==> config.mk <==
export PLATFORM = sky130hd
export DESIGN_NAME = pipeline_ctrl
export DESIGN_NICKNAME = d
export VERILOG_FILES = /design/src/rtl/pipeline_ctrl_pkg.sv /design/src/rtl/load_use_detect.sv /design/src/rtl/pipeline_ctrl.sv
export SDC_FILE = /design/constraint.sdc
export NUM_CORES = 1
export LEC_CHECK = 0
export BUFFER_PORTS_ARGS = -buffer_cell sky130_fd_sc_hd__buf_2
export CAP_MARGIN = 20
export CORE_MARGIN = 2
export CORE_UTILIZATION = 46
export DETAILED_ROUTE_END_ITERATION = 10
export PLACE_DENSITY = 0.76
export SLEW_MARGIN = 20
export SYNTH_ARGS = -nofsm -noshare
export SYNTH_HDL_FRONTEND = slang
export SYNTH_SLANG_ARGS = --single-unit
export TNS_END_PERCENT = 100
==> constraint.sdc <==
create_clock -name clk -period 2.2 [get_ports clk]
set_clock_uncertainty 0.15 [all_clocks]
set_input_delay 0.44 -clock clk [delete_from_list [all_inputs] [get_ports clk]]
set_output_delay 0.44 -clock clk [all_outputs]
set_load 0.05 [all_outputs]
==> src/rtl/pipeline_ctrl_pkg.sv <==
// rtl/pipeline_ctrl_pkg.sv - shared encodings and helpers for the pipeline stall/flush controller
//
// Purpose: opcode/funct7 constants, controller FSM state encoding and the
// bundle type for the seven stall/flush controls driven into the pipeline
// registers.
// Ports: none (package).

package pipeline_ctrl_pkg;

  localparam logic [6:0] OPC_LOAD  = 7'b0000011;
  localparam logic [6:0] OPC_OP    = 7'b0110011;
  localparam logic [6:0] F7_MULDIV = 7'b0000001;

  typedef enum logic {
    PC_ST_RUN    = 1'b0,
    PC_ST_MDWAIT = 1'b1
  } pc_state_e;

  typedef struct packed {
    logic pc_stall;
    logic if_id_stall;
    logic if_id_flush;
    logic id_ex_stall;
    logic id_ex_flush;
    logic ex_mem_stall;
    logic ex_mem_flush;
  } pipe_ctrl_t;

  // Register-register OP with the M-extension funct7 is a mul/div.
  function automatic logic is_muldiv(input logic [6:0] opcode, input logic [6:0] funct7);
    return (opcode == OPC_OP) && (funct7 == F7_MULDIV);
  endfunction

endpackage

==> src/rtl/load_use_detect.sv <==
// rtl/load_use_detect.sv - combinational load-use hazard comparator
//
// Purpose: flags when the load sitting in EX writes a register that the
// instruction in ID is about to read.
// Ports:
//   id_rs1_addr/id_rs2_addr  in  ID source register numbers
//   id_rs1_re/id_rs2_re      in  source register actually read
//   ex_opcode                in  opcode in the ID/EX register
//   ex_rd_we/ex_rd_addr      in  destination write enable / number in ID/EX
//   hazard                   out load-use hazard present

module load_use_detect
  import pipeline_ctrl_pkg::*;
(
  input  logic [4:0] id_rs1_addr,
  input  logic [4:0] id_rs2_addr,
  input  logic       id_rs1_re,
  input  logic       id_rs2_re,
  input  logic [6:0] ex_opcode,
  input  logic       ex_rd_we,
  input  logic [4:0] ex_rd_addr,
  output logic       hazard
);

  logic rs1_hit;
  logic rs2_hit;

  assign rs1_hit = id_rs1_re && (id_rs1_addr == ex_rd_addr);
  assign rs2_hit = id_rs2_re && (id_rs2_addr == ex_rd_addr);

  // x0 is hardwired to zero, so a load targeting it never creates a dependency.
  assign hazard = (ex_opcode == OPC_LOAD) && ex_rd_we && (ex_rd_addr != 5'd0)
                  && (rs1_hit || rs2_hit);

endmodule

==> src/rtl/pipeline_ctrl.sv <==
// rtl/pipeline_ctrl.sv - stall/flush controller for the five-stage integer pipeline
//
// Purpose: sole driver of the stall/flush controls of the PC, IF/ID, ID/EX
// and EX/MEM registers. Handles memory wait, EX-resolved redirects,
// multi-cycle mul/div residency in EX and load-use bubbles, in that priority.
// Parameters:
//   MD_LATENCY  EX residency of a mul/div op in cycles (1..32)
// Ports:
//   clk, rst_n                 clock, asynchronous active-low reset
//   id_rs1_addr/id_rs2_addr    ID source registers
//   id_rs1_re/id_rs2_re        ID source register read enables
//   ex_opcode/ex_funct7        instruction fields held in ID/EX
//   ex_rd_we/ex_rd_addr        destination held in ID/EX
//   ex_redirect                taken branch/jump resolved in EX
//   mem_busy                   data memory not ready
//   pc_stall .. ex_mem_flush   pipeline register controls (combinational)
//   md_busy                    controller waiting out a mul/div
//   stall_cycles               saturating count of cycles with pc_stall

module pipeline_ctrl
  import pipeline_ctrl_pkg::*;
#(
  parameter int MD_LATENCY = 4
) (
  input  logic        clk,
  input  logic        rst_n,
  input  logic [4:0]  id_rs1_addr,
  input  logic [4:0]  id_rs2_addr,
  input  logic        id_rs1_re,
  input  logic        id_rs2_re,
  input  logic [6:0]  ex_opcode,
  input  logic [6:0]  ex_funct7,
  input  logic        ex_rd_we,
  input  logic [4:0]  ex_rd_addr,
  input  logic        ex_redirect,
  input  logic        mem_busy,
  output logic        pc_stall,
  output logic        if_id_stall,
  output logic        if_id_flush,
  output logic        id_ex_stall,
  output logic        id_ex_flush,
  output logic        ex_mem_stall,
  output logic        ex_mem_flush,
  output logic        md_busy,
  output logic [31:0] stall_cycles
);

  // The detect cycle is one stall and the final MD_WAIT cycle releases, so
  // the counter only has to cover the MD_LATENCY-2 stalls in between.
  localparam bit         MD_STALLS   = (MD_LATENCY > 1);
  localparam logic [4:0] MD_CNT_INIT = MD_STALLS ? 5'(MD_LATENCY - 2) : 5'd0;

  pc_state_e   state_q;
  pc_state_e   state_d;
  logic [4:0]  md_cnt_q;
  logic [4:0]  md_cnt_d;
  pipe_ctrl_t  ctrl;
  logic        lu_hazard;
  logic        md_op;
  logic [31:0] stall_cycles_nxt;

  load_use_detect u_load_use_detect (
    .id_rs1_addr (id_rs1_addr),
    .id_rs2_addr (id_rs2_addr),
    .id_rs1_re   (id_rs1_re),
    .id_rs2_re   (id_rs2_re),
    .ex_opcode   (ex_opcode),
    .ex_rd_we    (ex_rd_we),
    .ex_rd_addr  (ex_rd_addr),
    .hazard      (lu_hazard)
  );

  assign md_op = is_muldiv(ex_opcode, ex_funct7);

  always_ff @(posedge clk or negedge rst_n) begin
    if (!rst_n) begin
      state_q      <= PC_ST_RUN;
      md_cnt_q     <= 5'd0;
      stall_cycles <= 32'd0;
    end else begin
      state_q      <= state_d;
      md_cnt_q     <= md_cnt_d;
      stall_cycles <= stall_cycles_nxt;
    end
  end

  always_comb begin
    state_d  = state_q;
    md_cnt_d = md_cnt_q;
    ctrl     = '0;

    if (mem_busy) begin
      // Whole front of the pipe freezes; a pending redirect or hazard is
      // simply re-evaluated once memory is ready.
      ctrl.pc_stall     = 1'b1;
      ctrl.if_id_stall  = 1'b1;
      ctrl.id_ex_stall  = 1'b1;
      ctrl.ex_mem_stall = 1'b1;
    end else if (state_q == PC_ST_MDWAIT) begin
      // A mul/div cannot redirect, so ex_redirect is not looked at here.
      if (md_cnt_q != 5'd0) begin
        ctrl.pc_stall     = 1'b1;
        ctrl.if_id_stall  = 1'b1;
        ctrl.id_ex_stall  = 1'b1;
        ctrl.ex_mem_flush = 1'b1;
        md_cnt_d          = md_cnt_q - 5'd1;
      end else begin
        state_d = PC_ST_RUN;
      end
    end else if (ex_redirect) begin
      ctrl.if_id_flush = 1'b1;
      ctrl.id_ex_flush = 1'b1;
    end else if (md_op && MD_STALLS) begin
      // Keep the op in ID/EX and feed bubbles to MEM while it computes.
      ctrl.pc_stall     = 1'b1;
      ctrl.if_id_stall  = 1'b1;
      ctrl.id_ex_stall  = 1'b1;
      ctrl.ex_mem_flush = 1'b1;
      md_cnt_d          = MD_CNT_INIT;
      state_d           = PC_ST_MDWAIT;
    end else if (lu_hazard) begin
      // The load moves on next edge, so a single bubble resolves it.
      ctrl.pc_stall    = 1'b1;
      ctrl.if_id_stall = 1'b1;
      ctrl.id_ex_flush = 1'b1;
    end
  end

  // Outputs are forced low for as long as reset is held.
  assign pc_stall     = rst_n & ctrl.pc_stall;
  assign if_id_stall  = rst_n & ctrl.if_id_stall;
  assign if_id_flush  = rst_n & ctrl.if_id_flush;
  assign id_ex_stall  = rst_n & ctrl.id_ex_stall;
  assign id_ex_flush  = rst_n & ctrl.id_ex_flush;
  assign ex_mem_stall = rst_n & ctrl.ex_mem_stall;
  assign ex_mem_flush = rst_n & ctrl.ex_mem_flush;
  assign md_busy      = rst_n & (state_q == PC_ST_MDWAIT);

  assign stall_cycles_nxt = (pc_stall && (stall_cycles != 32'hFFFF_FFFF))
                            ? stall_cycles + 32'd1 : stall_cycles;

endmodule

Word-level counts from Yosys, hierarchy flattened
Cells that the tools add are included. Widths: inputs -> output; s select.

Register bits: 38. Input port bits: 36. Output and inout bits: 40. Logic and storage cells: 59.

Add/subtract/negate cells: 2. Equal/unequal tests: 8. Multiplexer cells: 25. Bitwise operators: 9. Reduce and logical (&&, ||, !) cells: 12.

Operators with widths (count): $add 32x1->32 const B (1); $ne 32x32->1 const B (1); $mux 5 (4); $mux 1 (15); $mux 2 (6); $eq 5x5->1 (2); $reduce_bool 5->1 (2); $and 1x1->1 (8); $eq 7x1->1 const B (1); $eq 7x2->1 const B (1); $eq 7x6->1 const B (1); $logic_and 1x1->1 (7); $sub 5x1->5 const B (1); $ne 2x1->1 const B (2); $reduce_and 4->1 (1); $reduce_bool 2->1 (1); $logic_or 1x1->1 (1); $not 1->1 (1).

Depth between registers and ports, before layout
Word-level depth: 11. Gate-level depth with buffers: 9. Mapped depth without buffers: 8.

By module
A second synthesis with hierarchy kept.

Cells, all modules: 226. Area, all modules: 2238.4 sq um.

By module, submodules not included: pipeline_ctrl (times used 1, cells each 206, area each 2085.8 sq um, sequential area each 950.9 sq um); load_use_detect (times used 1, cells each 20, area each 152.6 sq um, sequential area each 0.0 sq um).

Worst setup path after synthesis
Ideal clock, no wire load.

Path type: input to output. From: in mem_busy. To: out id_ex_flush. Data arrival time: 2.434 ns. Required time: 1.610 ns. Path slack: -0.824 ns. Stages: 4. Path buffers: 1. Cell sequence: clkbuf_1 > nand2b_1 > nor3b_1 > or2_2.

Word-level cells in the longest chain between the ends: 2.

RTL lines: start, declared (line pipeline_ctrl.sv:36) `input logic mem_busy,`; $mux 1 (line pipeline_ctrl.sv:92) `if (mem_busy) begin`; $and 1x1->1 (line pipeline_ctrl.sv:134) `assign id_ex_flush = rst_n & ctrl.id_ex_flush;`; end, declared (line pipeline_ctrl.sv:41) `output logic id_ex_flush,`.

Every way passes these cells.

Worst setup path after layout
From: reg md_cnt_q[0]. To: out if_id_stall.

Word-level cells in the longest chain between the ends: 5.

RTL lines: start, declared (line pipeline_ctrl.sv:55) `logic [4:0] md_cnt_q;`; start signal, assigned (line pipeline_ctrl.sv:82) `md_cnt_q <= md_cnt_d;`; $reduce_bool 5->1 (line pipeline_ctrl.sv:101) `if (md_cnt_q != 5'd0) begin`; $mux 2 (line pipeline_ctrl.sv:101); $mux 2 (line pipeline_ctrl.sv:99) `end else if (state_q == PC_ST_MDWAIT) begin`; $mux 2 (line pipeline_ctrl.sv:92); $and 1x1->1 (line pipeline_ctrl.sv:131) `assign if_id_stall = rst_n & ctrl.if_id_stall;`; end, declared (line pipeline_ctrl.sv:38) `output logic if_id_stall,`.

Every way passes these cells.

==> out/results.ini <==
[clock_network]
tritoncts=built
cts.hold.buffers_added=0
clock_latency_ps=300
cts-root-buf=clkbuf_8
clk_path_buf_depth=2
path_clk_slew_ps=90
cts_made_buffers=5
clock_sinks=38
cts_max_level=2

[placement]
portBuffers=75
dp_hpwl_mm=4.07
dpl-instance-area_sq_um=3100
gp_congestion=0.796

[detailed_routing]
drt_iter0_drc=157
drcViolationCount=0
via_count=2329
first_pass_iters=4
viasPerCell=5.44
wl_per_cell_um=16.3
antenna_left=0
postRouteWirelength_mm=6.99

[setup_path]
critPathArrivalTime_ps=2110
start_kind=flop
rr_startpoint=md_cnt_q[0]$_DFFE_PN0P_
required_ps=1610
crit_type=flop to output pin
startpoint=md_cnt_q[0]$_DFFE_PN0P_
path_max_fanout=2
endpoint_kind=output pin

[global_route]
grt_max_degree=21
first_global_vias=2328
grtUsageTotal_pct=26.0
grt_overflow=0
grt_pass1_wl_mm=11.0
grt_antenna_before_repair=0

[power_and_ir_drop]
power_density_nw_per_um2=873
cellLeakagePower_nw=1.68
p_total_mw=3.26
max-vdd-ir-drop_uv=741

[timing]
hold_slack_ps=33.9
period_share_pct=123
worstMarginPinSlew_ps=600
postLayoutSetupSlackWorst_ps=-497
finalMaxSlewViolations=0
setup_viol=38
fmax_mhz=371
finalHoldViolations=0
period_minus_slack_ps=2700
relSlewSlack_pct=59.9
rsz0062_at_grt=true

[flow_run]
maxCapViolCount=0

[logic_synthesis]
synth_edf_count=0
ys_seq_area_share_pct=41.0
ys.flop_type=dfrtp_1
synth_common_cells=38 x dfrtp_1, 27 x xor2_1, 18 x nand2_1
yosys_warnings=0
async_flop_share_pct=100
postSynthAreaPerCell_sq_um=9.91
netlist_instances=234
synth_area_leaders=dfrtp_1 41%, xor2_1 10%, nor4_2 7.0%
ys_ff_latch=38
yosys.area.top_type=dfrtp_1
syn_nets=273
synth_top_area_share_pct=41.0
yosysMostFrequentCell=dfrtp_1
synthDistinctLibCells=39
syn_area_sq_um=2320

[run_status]
failed_checks=negative setup slack
outcome=finished with violations

[floorplan]
initial_core_util_pct=48.5
ioPinCount=76
chipHeight_um=75.0
core_area_sq_um=4790
die_w_um=75.0
dieArea_sq_um=5630
row_count=25

[finish]
synthToLayoutAreaGrowth_pct=61.2
diodes=0
fin_nets=399
drive_above_1_share_pct=58.7
finish.utilization_pct=78.1
postLayoutCellArea_sq_um=3740

[worst_hold_path]
hold_class=primary input to async pin

## power by group
part	leakage (nW)	switching, mW	internal, mW
Combinational	1.18	0.992	0.757
Sequential	0.449	0.151	0.839
Clock	0.0472	0.271	0.252
## placed cells by master, fill, tap and decap left out, types with 2 or more instances in the layout
master	netlist	routed
and2_1	3	3
nand2_1	18	18
ha_4	0	2
buf_4	1	46
nand2b_4	0	2
buf_6	3	4
buf_8	0	3
nand3_1	13	13
and3_1	6	6
clkinvlp_4	0	2
nor3_4	0	5
and4_1	3	2
dfrtp_2	0	18
nor2_1	17	10
inv_2	0	2
nor2_4	0	3
xnor2_1	14	14
nor4_4	0	13
nor3_2	1	8
nor3b_2	0	2
or4_4	0	2
nor2b_1	3	2
buf_16	0	2
xor2_1	27	27
dfrtp_1	38	20
nand2b_1	4	2
nor4b_4	0	5
nor3_1	16	4
o21ai_0	5	4
nor2_2	0	4
nand4_1	7	7
clkbuf_8	0	6
inv_1	9	6
buf_2	3	70
## logic make-up (layout without fill, tap and decap cells)
logic type	count (synthesis)	count (layout)	synth area share [%]
xor+xnor	41	41	15.5
fa+ha+maj	3	3	1.62
simple gates	120	120	33.2
buf+inv	17	144	4.04
mux	2	2	0.917
flops	38	38	41.0
compound gates	13	13	3.78
## per-stage QoR
step,setup TNS [ps],worst slack [ps],std cells
6_report,-6730,-497,428
3_3_place_gp,-7820,-327,404
4_1_cts,-6650,-428,425
2_1_floorplan,-2100,-461,234
3_5_place_dp,-7950,-363,404
5_1_grt,-9490,-555,428
## worst max-delay path, cell delays in order (launching register included)
cell and delay (ps):
dfrtp_1 400, inv_2 90, ha_4 120, nor4b_4 200
nor2_2 80, a211o_1 240, a22oi_2 310, clkinvlp_4 200
buf_8 180
## timing repair
item                       in CTS  in global routing
setup endpoints to repair      37                 40
cloned                          2                  1
gates resized for setup        59                 11
hold endpoints to repair        0                  0
pin swaps                      16                  9
setup buffers                  12                  8
## worst paths after layout
kind / end / slack (ps) / cells past startpoint
worst min-delay path: stall_cycles[14]$_DFFE_PN0P_ / 30 / 2
worst max-delay path: if_id_stall / -500 / 8
worst max register to register: stall_cycles[30]$_DFFE_PN0P_ / -280 / 11
min in group clk: stall_cycles[9]$_DFFE_PN0P_ / 320 / 1
max in group asynchronous: stall_cycles[18]$_DFFE_PN0P_ / 1620 / 2
worst min register to register: stall_cycles[9]$_DFFE_PN0P_ / 320 / 1
## state kept, by name, indices dropped and copies added (netlist names)
signal and count:
state_q 1, stall_cycles 32, md_cnt_q 5
## layer usage
| layer | global-route usage (%) | vias to the layer above | wire length (um) |
|---|---|---|---|
| met2 | 45.0 | 87 | 3630 |
| met3 | 5.09 | 13 | 336 |
| met4 | 10.5 | 0 | 172 |
| met5 | 0 | - | 0 |
| li1 | - | 1089 | - |
| met1 | 31.7 | 1140 | 2860 |
## area by class of cell
type	instances	area [sq um]
timing repair buffer	127	886
multi-input combinational	179	1660
sequential	38	973
clock buffer	6	82.6
fill	293	1050
clock inverter	2	12.5
tap	67	83.8
inverter	9	37.5
(Power assumes the default switching activity.)
